==> config.mk <==
export PLATFORM = sky130hd
export DESIGN_NAME = midi_message_decoder
export DESIGN_NICKNAME = d
export VERILOG_FILES = /design/src/rtl/midi_message_decoder.sv
export SDC_FILE = /design/constraint.sdc
export NUM_CORES = 1
export LEC_CHECK = 0
export CORE_MARGIN = 1.5
export CORE_UTILIZATION = 57
export CTS_CLUSTER_DIAMETER = 60
export DETAILED_ROUTE_END_ITERATION = 7
export PLACE_DENSITY_LB_ADDON = 0.05
export SKIP_CTS_REPAIR_TIMING = 1
export SLEW_MARGIN = 20
export SYNTH_ARGS = -nofsm -noshare
export SYNTH_HDL_FRONTEND = slang
export SYNTH_SLANG_ARGS = --single-unit
==> constraint.sdc <==
create_clock -name clk -period 2.6 [get_ports clk]
set_input_delay 0.52 -clock clk [delete_from_list [all_inputs] [get_ports clk]]
set_output_delay 0.52 -clock clk [all_outputs]
set_load 0.05 [all_outputs]
==> src/rtl/midi_message_decoder.sv <==
// MIDI byte-stream parser: turns channel note-on/note-off messages into single-cycle
// note events, with running status, realtime interleaving and per-channel active-note tracking.
module midi_message_decoder #(
  parameter int CHANNELS  = 3,
  parameter int BASE_NOTE = 48
) (
  input  logic                clk,
  input  logic                reset,
  input  logic [7:0]          byte_in,
  input  logic                byte_valid,
  output logic                note_on,
  output logic [3:0]          note_out,
  output logic [1:0]          octave_out,
  output logic [3:0]          channel_out,
  output logic [CHANNELS-1:0] note_off,
  output logic                parse_error
);

  typedef enum logic [1:0] {
    ST_IDLE  = 2'd0,
    ST_DATA1 = 2'd1,
    ST_DATA2 = 2'd2
  } state_t;

  localparam logic [4:0] CH_LIM = 5'(CHANNELS);
  localparam logic [7:0] KEY_LO = 8'(BASE_NOTE);
  localparam logic [7:0] KEY_HI = 8'(BASE_NOTE + 47);

  // Splits a 0..47 offset into {octave, note within octave} without a divider.
  function automatic logic [5:0] split_note(input logic [5:0] diff);
    logic [1:0] oct;
    logic [5:0] rem;
    if (diff >= 6'd36) begin
      oct = 2'd3;
      rem = diff - 6'd36;
    end else if (diff >= 6'd24) begin
      oct = 2'd2;
      rem = diff - 6'd24;
    end else if (diff >= 6'd12) begin
      oct = 2'd1;
      rem = diff - 6'd12;
    end else begin
      oct = 2'd0;
      rem = diff;
    end
    return {oct, rem[3:0]};
  endfunction

  state_t              state_r;
  state_t              state_s;
  logic [3:0]          kind_r;
  logic [3:0]          chan_r;
  logic [6:0]          key_r;
  logic                sysex_r;
  logic [CHANNELS-1:0] active_r;
  logic [6:0]          active_key_r [CHANNELS];

  logic                is_data_s;
  logic                is_chan_s;
  logic                is_sysc_s;
  logic                one_byte_s;
  logic                msg_done_s;
  logic                chan_ok_s;
  logic                key_ok_s;
  logic                is_on_s;
  logic                is_off_s;
  logic                on_fire_s;
  logic                off_req_s;
  logic [5:0]          diff_s;

  logic                note_on_s;
  logic [3:0]          note_out_s;
  logic [1:0]          octave_out_s;
  logic [3:0]          channel_out_s;
  logic [CHANNELS-1:0] note_off_s;
  logic                parse_error_s;
  logic [CHANNELS-1:0] active_s;
  logic [6:0]          active_key_s [CHANNELS];

  // Byte classification and message-completion decode; realtime bytes match no class.
  always_comb begin
    is_data_s  = byte_valid && (byte_in[7] == 1'b0);
    is_chan_s  = byte_valid && (byte_in[7] == 1'b1) && (byte_in[7:4] != 4'hF);
    is_sysc_s  = byte_valid && (byte_in[7:3] == 5'b11110);
    one_byte_s = (kind_r == 4'hC) || (kind_r == 4'hD);
    msg_done_s = is_data_s && (state_r == ST_DATA2);
    chan_ok_s  = ({1'b0, chan_r} < CH_LIM);
    key_ok_s   = ({1'b0, key_r} >= KEY_LO) && ({1'b0, key_r} <= KEY_HI);
    is_on_s    = (kind_r == 4'h9) && (byte_in[6:0] != 7'd0);
    is_off_s   = (kind_r == 4'h8) || ((kind_r == 4'h9) && (byte_in[6:0] == 7'd0));
    on_fire_s  = msg_done_s && chan_ok_s && is_on_s && key_ok_s;
    off_req_s  = msg_done_s && chan_ok_s && is_off_s;
    diff_s     = 6'({1'b0, key_r} - KEY_LO);
  end

  // State register.
  always_ff @(posedge clk) begin
    if (reset) begin
      state_r <= ST_IDLE;
    end else begin
      state_r <= state_s;
    end
  end

  // Next-state logic; any status byte abandons a partial message.
  always_comb begin
    state_s = state_r;
    if (is_chan_s) begin
      state_s = ST_DATA1;
    end else if (is_sysc_s) begin
      state_s = ST_IDLE;
    end else if (is_data_s) begin
      case (state_r)
        ST_IDLE:  state_s = ST_IDLE;
        ST_DATA1: state_s = one_byte_s ? ST_DATA1 : ST_DATA2;
        ST_DATA2: state_s = ST_DATA1;
        default:  state_s = ST_IDLE;
      endcase
    end else begin
      state_s = state_r;
    end
  end

  // Running-status latch, key capture and SysEx-swallow flag.
  always_ff @(posedge clk) begin
    if (reset) begin
      kind_r  <= 4'd0;
      chan_r  <= 4'd0;
      key_r   <= 7'd0;
      sysex_r <= 1'b0;
    end else if (is_chan_s) begin
      kind_r  <= byte_in[7:4];
      chan_r  <= byte_in[3:0];
      sysex_r <= 1'b0;
    end else if (is_sysc_s) begin
      sysex_r <= 1'b1;
    end else if (is_data_s && (state_r == ST_DATA1)) begin
      key_r <= byte_in[6:0];
    end
  end

  // Output logic: next event values and per-channel active-note bookkeeping.
  always_comb begin
    note_on_s     = on_fire_s;
    note_out_s    = note_out;
    octave_out_s  = octave_out;
    channel_out_s = channel_out;
    note_off_s    = '0;
    active_s      = active_r;
    active_key_s  = active_key_r;
    parse_error_s = parse_error || (is_data_s && (state_r == ST_IDLE) && !sysex_r);
    if (on_fire_s) begin
      {octave_out_s, note_out_s} = split_note(diff_s);
      channel_out_s              = chan_r;
    end else begin
      channel_out_s = channel_out;
    end
    for (int i = 0; i < CHANNELS; i++) begin
      note_off_s[i]   = off_req_s && (chan_r == 4'(i)) && active_r[i] && (active_key_r[i] == key_r);
      active_s[i]     = (on_fire_s && (chan_r == 4'(i))) ? 1'b1 :
                        (note_off_s[i] ? 1'b0 : active_r[i]);
      active_key_s[i] = (on_fire_s && (chan_r == 4'(i))) ? key_r : active_key_r[i];
    end
  end

  // Registered outputs and active-note table.
  always_ff @(posedge clk) begin
    if (reset) begin
      note_on     <= 1'b0;
      note_out    <= 4'd0;
      octave_out  <= 2'd0;
      channel_out <= 4'd0;
      note_off    <= '0;
      parse_error <= 1'b0;
      active_r    <= '0;
      for (int i = 0; i < CHANNELS; i++) begin
        active_key_r[i] <= 7'd0;
      end
    end else begin
      note_on      <= note_on_s;
      note_out     <= note_out_s;
      octave_out   <= octave_out_s;
      channel_out  <= channel_out_s;
      note_off     <= note_off_s;
      parse_error  <= parse_error_s;
      active_r     <= active_s;
      active_key_r <= active_key_s;
    end
  end

endmodule

==> results of run 1 <==
[cell families after synthesis]
| logic type | Yosys count | synth area share |
|---|---|---|
| AO/OA/AOI/OAI | 37 | 0.09319 |
| XOR/XNOR | 22 | 0.07000 |
| adder cells (fa/ha/maj) | 12 | 0.05454 |
| buffers and inverters | 28 | 0.04091 |
| flip-flops | 57 | 0.4145 |
| multiplexers | 29 | 0.1055 |
| AND/OR/NAND/NOR | 119 | 0.2214 |
[layer usage]
metal,global-route usage,up-vias,share of wire
li1,-,1155,-
met1,0.3374,1066,0.48
met2,0.3971,52,0.47
met3,0.06111,7,0.040
met4,0.1069,0,0.0074
met5,0,-,0
[critical path: stages]
cell and delay [ns]:
clkdlybuf4s50_1 0.43, or4_4 0.56, o41ai_4 0.42, nand2b_2 0.12, or4_1 0.52, nor2_1 0.11
[final timing paths]
kind / start / depth (start not counted) / end
worst max-delay path: byte_in[1] / 6 / note_off[1]
worst min-delay path: parse_error / 2 / parse_error
worst max register to register: key_r[4] / 7 / active_key_r[15]
worst min register to register: parse_error / 2 / parse_error
[synthesized netlist by cell type (2+ instances only)]
cell      number
a211oi_1       3
a21oi_1       14
a31oi_1        3
and4bb_2       2
buf_1          4
buf_2          6
clkbuf_1      10
dfxtp_1       57
ha_1          12
inv_1          8
mux2i_1       29
nand2_1       13
nand3_1        9
nand4_1        6
nor2_1        50
nor2b_1        5
nor3_1        10
nor3b_1        3
nor4_1         4
nor4b_1        3
o21ai_0        6
o311a_1        2
or4_1          7
xnor2_1       18
xor2_1         4
[sequential cells by signal, indices dropped and copies added (netlist names)]
register / cells
kind_r: 4
sysex_r: 1
note_off: 3
key_r: 7
state_r: 2
note_on: 1
active_key_r: 21
parse_error: 1
chan_r: 4
octave_out: 2
channel_out: 4
active_r: 3
note_out: 4
[per-stage QoR]
stage | hold WS (ns) | area [µm²] | instances | setup WS, ns
floorplan | 0.4428 | 2753 | 304 | 0.2008
global placement | 0.4488 | 3209 | 389 | -0.08820
detailed placement | 0.4613 | 3209 | 389 | -0.1156
CTS | 0.4745 | 3421 | 405 | -0.07953
global route | 0.4908 | 3433 | 405 | 0.1004
finish | 0.4679 | 3433 | 405 | 0.1824
[area by class of cell]
class,count,share of cell area
Clock inverter,5,0.02332
Inverter,8,0.008746
Tap cell,54,0.01968
Sequential cell,57,0.3324
Clock buffer,11,0.03827
Timing Repair Buffer,51,0.1356
Multi-Input combinational cell,219,0.4421
[power breakdown]
part / total, mW / internal (mW) / switching [mW]
sequential: 0.900 / 0.886 / 0.0140
combinational: 0.147 / 0.0660 / 0.0811
clock: 0.894 / 0.538 / 0.356
==> impl_metrics.csv, run 1 <==
group,metric,value,unit
power,power_density,565.5,nW/µm²
finish,final_common_cell,"dfxtp_1",
run_status,status,"finished, final reports clean",
worst_setup_path,cp.required,2.87,ns
clock_network,numCtsBuffers,9,
finish,nets,369,
finish,insertedDiodeCount,0,
place,dpl.hpwl,4.267,mm
grt,grt_max_degree,36,
synthesis,synth.lib_cells_used.distinct,41,
synthesis,ys_async_sr_fraction,0,
grt,grt.overflow.total,0,
power,p_leak,1.360,nW
floorplan,die_w,72.49,µm
sta,tns,0,ns
floorplan,die_h,72.49,µm
sta,period_share,0.9298,
sta,worst_pin_slew,0.7453,ns
synthesis,synthesis.area,2753,µm²
sta,hold_viol,0,
sta,finalSetupViolations,0,
sta,fmax,413.6,MHz
floorplan,ios,26,
detailed_routing,routedWlPerCell,14.76,µm
power,power,1.942,mW
clock_network,cts_sinks,57,
sta,rsz0062_at_grt,"false",
floorplan,die_area,5255,µm²
worst_setup_path,critPathKind,"in2reg",
grt,grt_antenna_before_repair,0,
job,cap_violations,0,
sta,finalCriticalPeriod,2.418,ns
finish,multi_input_area,1518,µm²
clock_network,cts_root_buffer,"clkbuf_8",
finish,drive_gt1_frac,0.1396,
clock_network,cts_tree,"done",
synthesis,netlist_instances,304,
clock_network,cts_buffer_depth,2,
floorplan,rows,25,
synthesis,syn_nets,327,
synthesis,synth-main-ff-cell,"dfxtp_1",
finish,regArea,1141,µm²
detailed_routing,drc,0,
detailed_routing,vias,2280,
worst_setup_path,critPathCaptureType,"flip-flop",
synthesis,ys_top_cells_by_area,"dfxtp_1 41%, mux2i_1 11%, nor2_1 6.8%",
floorplan,core-area,4692,µm²
worst_setup_path,critPathMaxFanout,6,
detailed_routing,drt-total-wl,5.977,mm
synthesis,synth_seq_cells,57,
detailed_routing,viasPerCell,5.630,
sta,drv_slew,0,
worst_setup_path,cp-start-kind,"input port",
grt,grt_pass1_wl,10.22,mm
finish,final_cell_mix,"57 x dfxtp_1, 50 x nor2_1, 29 x mux2i_1",
floorplan,start_util,0.5867,
sta,relSlewSlack,0.5019,
worst_setup_path,arrival,2.69,ns
detailed_routing,drt-initial-drc-count,78,
finish,fin_util,0.7317,
synthesis,synth.avg_cell_area,9.055,µm²
clock_network,path_clk_slew,0.07,ns
worst_hold_path,hp-class,"reg2reg",
grt,grt_pass1_vias,2163,
synthesis,synth_edf_count,0,
finish,area_growth,24.73,%
synthesis,synth_top_area_frac,0.4145,
grt,gr-usage-all-layers,0.2543,
sta,finalClockSkew,0.008612,ns
synthesis,yosys.area.top_type,"dfxtp_1",
clock_network,clock_latency,0.34,ns
place,port-buffer-count,25,
clock_network,cts-htree-levels,3,
detailed_routing,dr.pass1.iters,4,
finish,n_fill_cell,363,
power,ir_drop,345.9,µV
synthesis,yosys_warnings,0,
synthesis,ys_seq_area_frac,0.4145,
detailed_routing,drtAntennaViolNets,0,
worst_setup_path,rrSetupSlack,0.26,ns
place,place.gp.congestion,0.8509,
No activity file was read; power rests on OpenSTA's default activity.
==> inputs of run 2 (changes only) <==
--- a/config.mk
+++ b/config.mk
@@ -9,9 +9,10 @@
 export CORE_UTILIZATION = 57
 export CTS_CLUSTER_DIAMETER = 60
 export DETAILED_ROUTE_END_ITERATION = 7
+export GPL_TIMING_DRIVEN = 1
 export PLACE_DENSITY_LB_ADDON = 0.05
 export SKIP_CTS_REPAIR_TIMING = 1
-export SLEW_MARGIN = 20
+export SLEW_MARGIN = 30
 export SYNTH_ARGS = -nofsm -noshare
 export SYNTH_HDL_FRONTEND = slang
 export SYNTH_SLANG_ARGS = --single-unit
==> impl_metrics.csv, run 2 (synthesized netlist as in run 1, its figures left out) <==
group,metric,value,unit
sta,finalSetupViolations,0,
grt,gr-usage-all-layers,0.2577,
clock_network,clock_latency,0.35,ns
sta,rsz0062_at_grt,"false",
power,power.switching,0.4543,mW
finish,insertedDiodeCount,0,
worst_setup_path,r2r.worst_path.cells,7,
worst_setup_path,rrSetupSlack,0.33,ns
clock_network,cts_tree,"done",
power,seq_power_share,0.451,
grt,grt.overflow.total,0,
worst_setup_path,cp.required,2.88,ns
sta,hold_viol,0,
worst_setup_path,critPathMaxStageDelay,0.56,ns
power,pwr-share-comb,0.074,
place,pre_cts_slack,-0.1067,ns
sta,finalCriticalPeriod,2.372,ns
clock_network,cts_buffer_depth,2,
worst_setup_path,critPathTopFamily,"simple AND/OR/NAND/NOR gates",
finish,regArea,1141,µm²
sta,setup_ws,0.2279,ns
worst_hold_path,hp-class,"reg2reg",
place,port-buffer-count,25,
detailed_routing,drc,0,
detailed_routing,drt-initial-drc-count,64,
detailed_routing,drtAntennaViolNets,0,
finish,final_common_cell,"dfxtp_1",
floorplan,core-area,4692,µm²
finish,largest_register,"active_key_r",
grt,grt_pass1_vias,2221,
worst_setup_path,path_buf_inv,1,
worst_setup_path,path_depth,6,
finish,design_area,3451,µm²
detailed_routing,vias,2293,
worst_setup_path,crit_chain,"clkdlybuf4s50_1 > or4_4 > o41ai_4 > nand2b_2 > or4_1 > nor2_1",
sta,drv_slew,0,
sta,relSlewSlack,0.5336,
floorplan,die_w,72.49,µm
place,dpl.hpwl,4.218,mm
finish,drive_gt1_frac,0.1453,
worst_setup_path,cp-start-kind,"input port",
finish,nets,369,
power,swShare,0.2278,
clock_network,numCtsBuffers,9,
clock_network,path_clk_slew,0.07,ns
floorplan,die_area,5255,µm²
finish,reg_top3,"active_key_r: 21 flops, key_r: 7 flops",
finish,multi_input_area,1518,µm²
place,place_area,3216,µm²
sta,worst_pin_slew,0.6977,ns
grt,grt_antenna_before_repair,0,
clock_network,cts_root_buffer,"clkbuf_8",
floorplan,ios,26,
worst_setup_path,critical-path-slowest-cell,"or4_4",
detailed_routing,viasPerCell,5.662,
detailed_routing,drt-total-wl,5.950,mm
power,power_density,577.9,nW/µm²
sta,period_share,0.9123,
worst_setup_path,critPathCaptureType,"flip-flop",
worst_hold_path,hold_depth,2,
finish,area_growth,25.36,%
worst_setup_path,critPathKind,"in2reg",
power,p_int,1.540,mW
floorplan,start_util,0.5867,
detailed_routing,dr.pass1.iters,4,
worst_setup_path,arrival,2.65,ns
clock_network,cts_sinks,57,
place,place.gp.congestion,0.8509,
sta,fmax,421.6,MHz
grt,grt_max_degree,36,
floorplan,die_h,72.49,µm
power,power_frac_clock,0.475,
job,cap_violations,0,
grt,grt_pass1_wl,10.27,mm
power,ir_drop,334.5,µV
finish,final_cell_mix,"57 x dfxtp_1, 50 x nor2_1, 29 x mux2i_1",
detailed_routing,routedWlPerCell,14.69,µm
sta,finalClockSkew,0.01033,ns
finish,largest_reg_flops,21,
worst_setup_path,critPathMaxFanout,6,
floorplan,rows,25,
clock_network,cts-htree-levels,3,
power,p_leak,1.376,nW
finish,n_fill_cell,361,
run_status,status,"finished, final reports clean",
run 2: changes by cell type in the layout (fill, tap and decap cells not counted), sizes merged:
cell,previous run,this run
clkinvlp,2,1
clkinv,1,2
run 2: area by class of cell:
class | count | area share
clock buffers | 11 | 0.04387
clock inverters | 5 | 0.02248
inverters | 8 | 0.008702
multi-input cells | 219 | 0.4398
flip-flops and latches | 57 | 0.3307
well taps | 54 | 0.01958
repair buffers | 51 | 0.1349
run 2: final timing paths:
check,startpoint,to
setup / recovery,byte_in[1],note_off[1]
hold / removal,active_r[1],active_r[1]
setup reg to reg,key_r[4],active_key_r[15]
hold reg to reg,active_r[1],active_r[1]
run 2: metrics by stage:
step	util	hold WS (ns)	std cells	TNS [ns]	power (mW)
floorplan	-	0.4428	304	0	1.000
global placement	0.6840	0.4488	389	-0.3851	1.062
detailed placement	0.6853	0.4596	389	-1.256	1.065
CTS	0.7341	0.4689	405	0	2.016
global route	0.7355	0.4900	405	0	2.073
finish	0.7355	0.4684	405	0	1.994
run 2: tightest hold or removal path, delay by kind of cell (launching register included):
family          cells  cell delay [ns]
compound gates      2             0.12
flops               1             0.31
run 2: metal layers:
metal | track usage | wire, µm | part of all wire | up-vias
met4 | 0.1090 | 125 | 0.021 | 0
li1 | - | - | - | 1153
met5 | 0 | 0 | 0 | -
met2 | 0.4033 | 2794 | 0.47 | 45
met1 | 0.3232 | 2760 | 0.46 | 1082
met3 | 0.09028 | 270 | 0.045 | 13
run 2: power by group through the flow:
stage	registers (mW)	logic, mW	clock network, mW
final	0.900	0.147	0.947
after global routing	0.902	0.163	1.01
after CTS	0.900	0.146	0.969
after detailed placement	0.919	0.146	0
after global placement	0.919	0.144	0
after floorplan	0.919	0.0818	0
==> inputs of run 3 (changes only) <==
--- a/config.mk
+++ b/config.mk
@@ -5,6 +5,7 @@
 export SDC_FILE = /design/constraint.sdc
 export NUM_CORES = 1
 export LEC_CHECK = 0
+export CAP_MARGIN = 20
 export CORE_MARGIN = 1.5
 export CORE_UTILIZATION = 57
 export CTS_CLUSTER_DIAMETER = 60
@@ -16,3 +17,4 @@
 export SYNTH_ARGS = -nofsm -noshare
 export SYNTH_HDL_FRONTEND = slang
 export SYNTH_SLANG_ARGS = --single-unit
+export TNS_END_PERCENT = 10
==> results of run 3 <==
The final DEF is identical to that of run 2; final timing and power are the same.
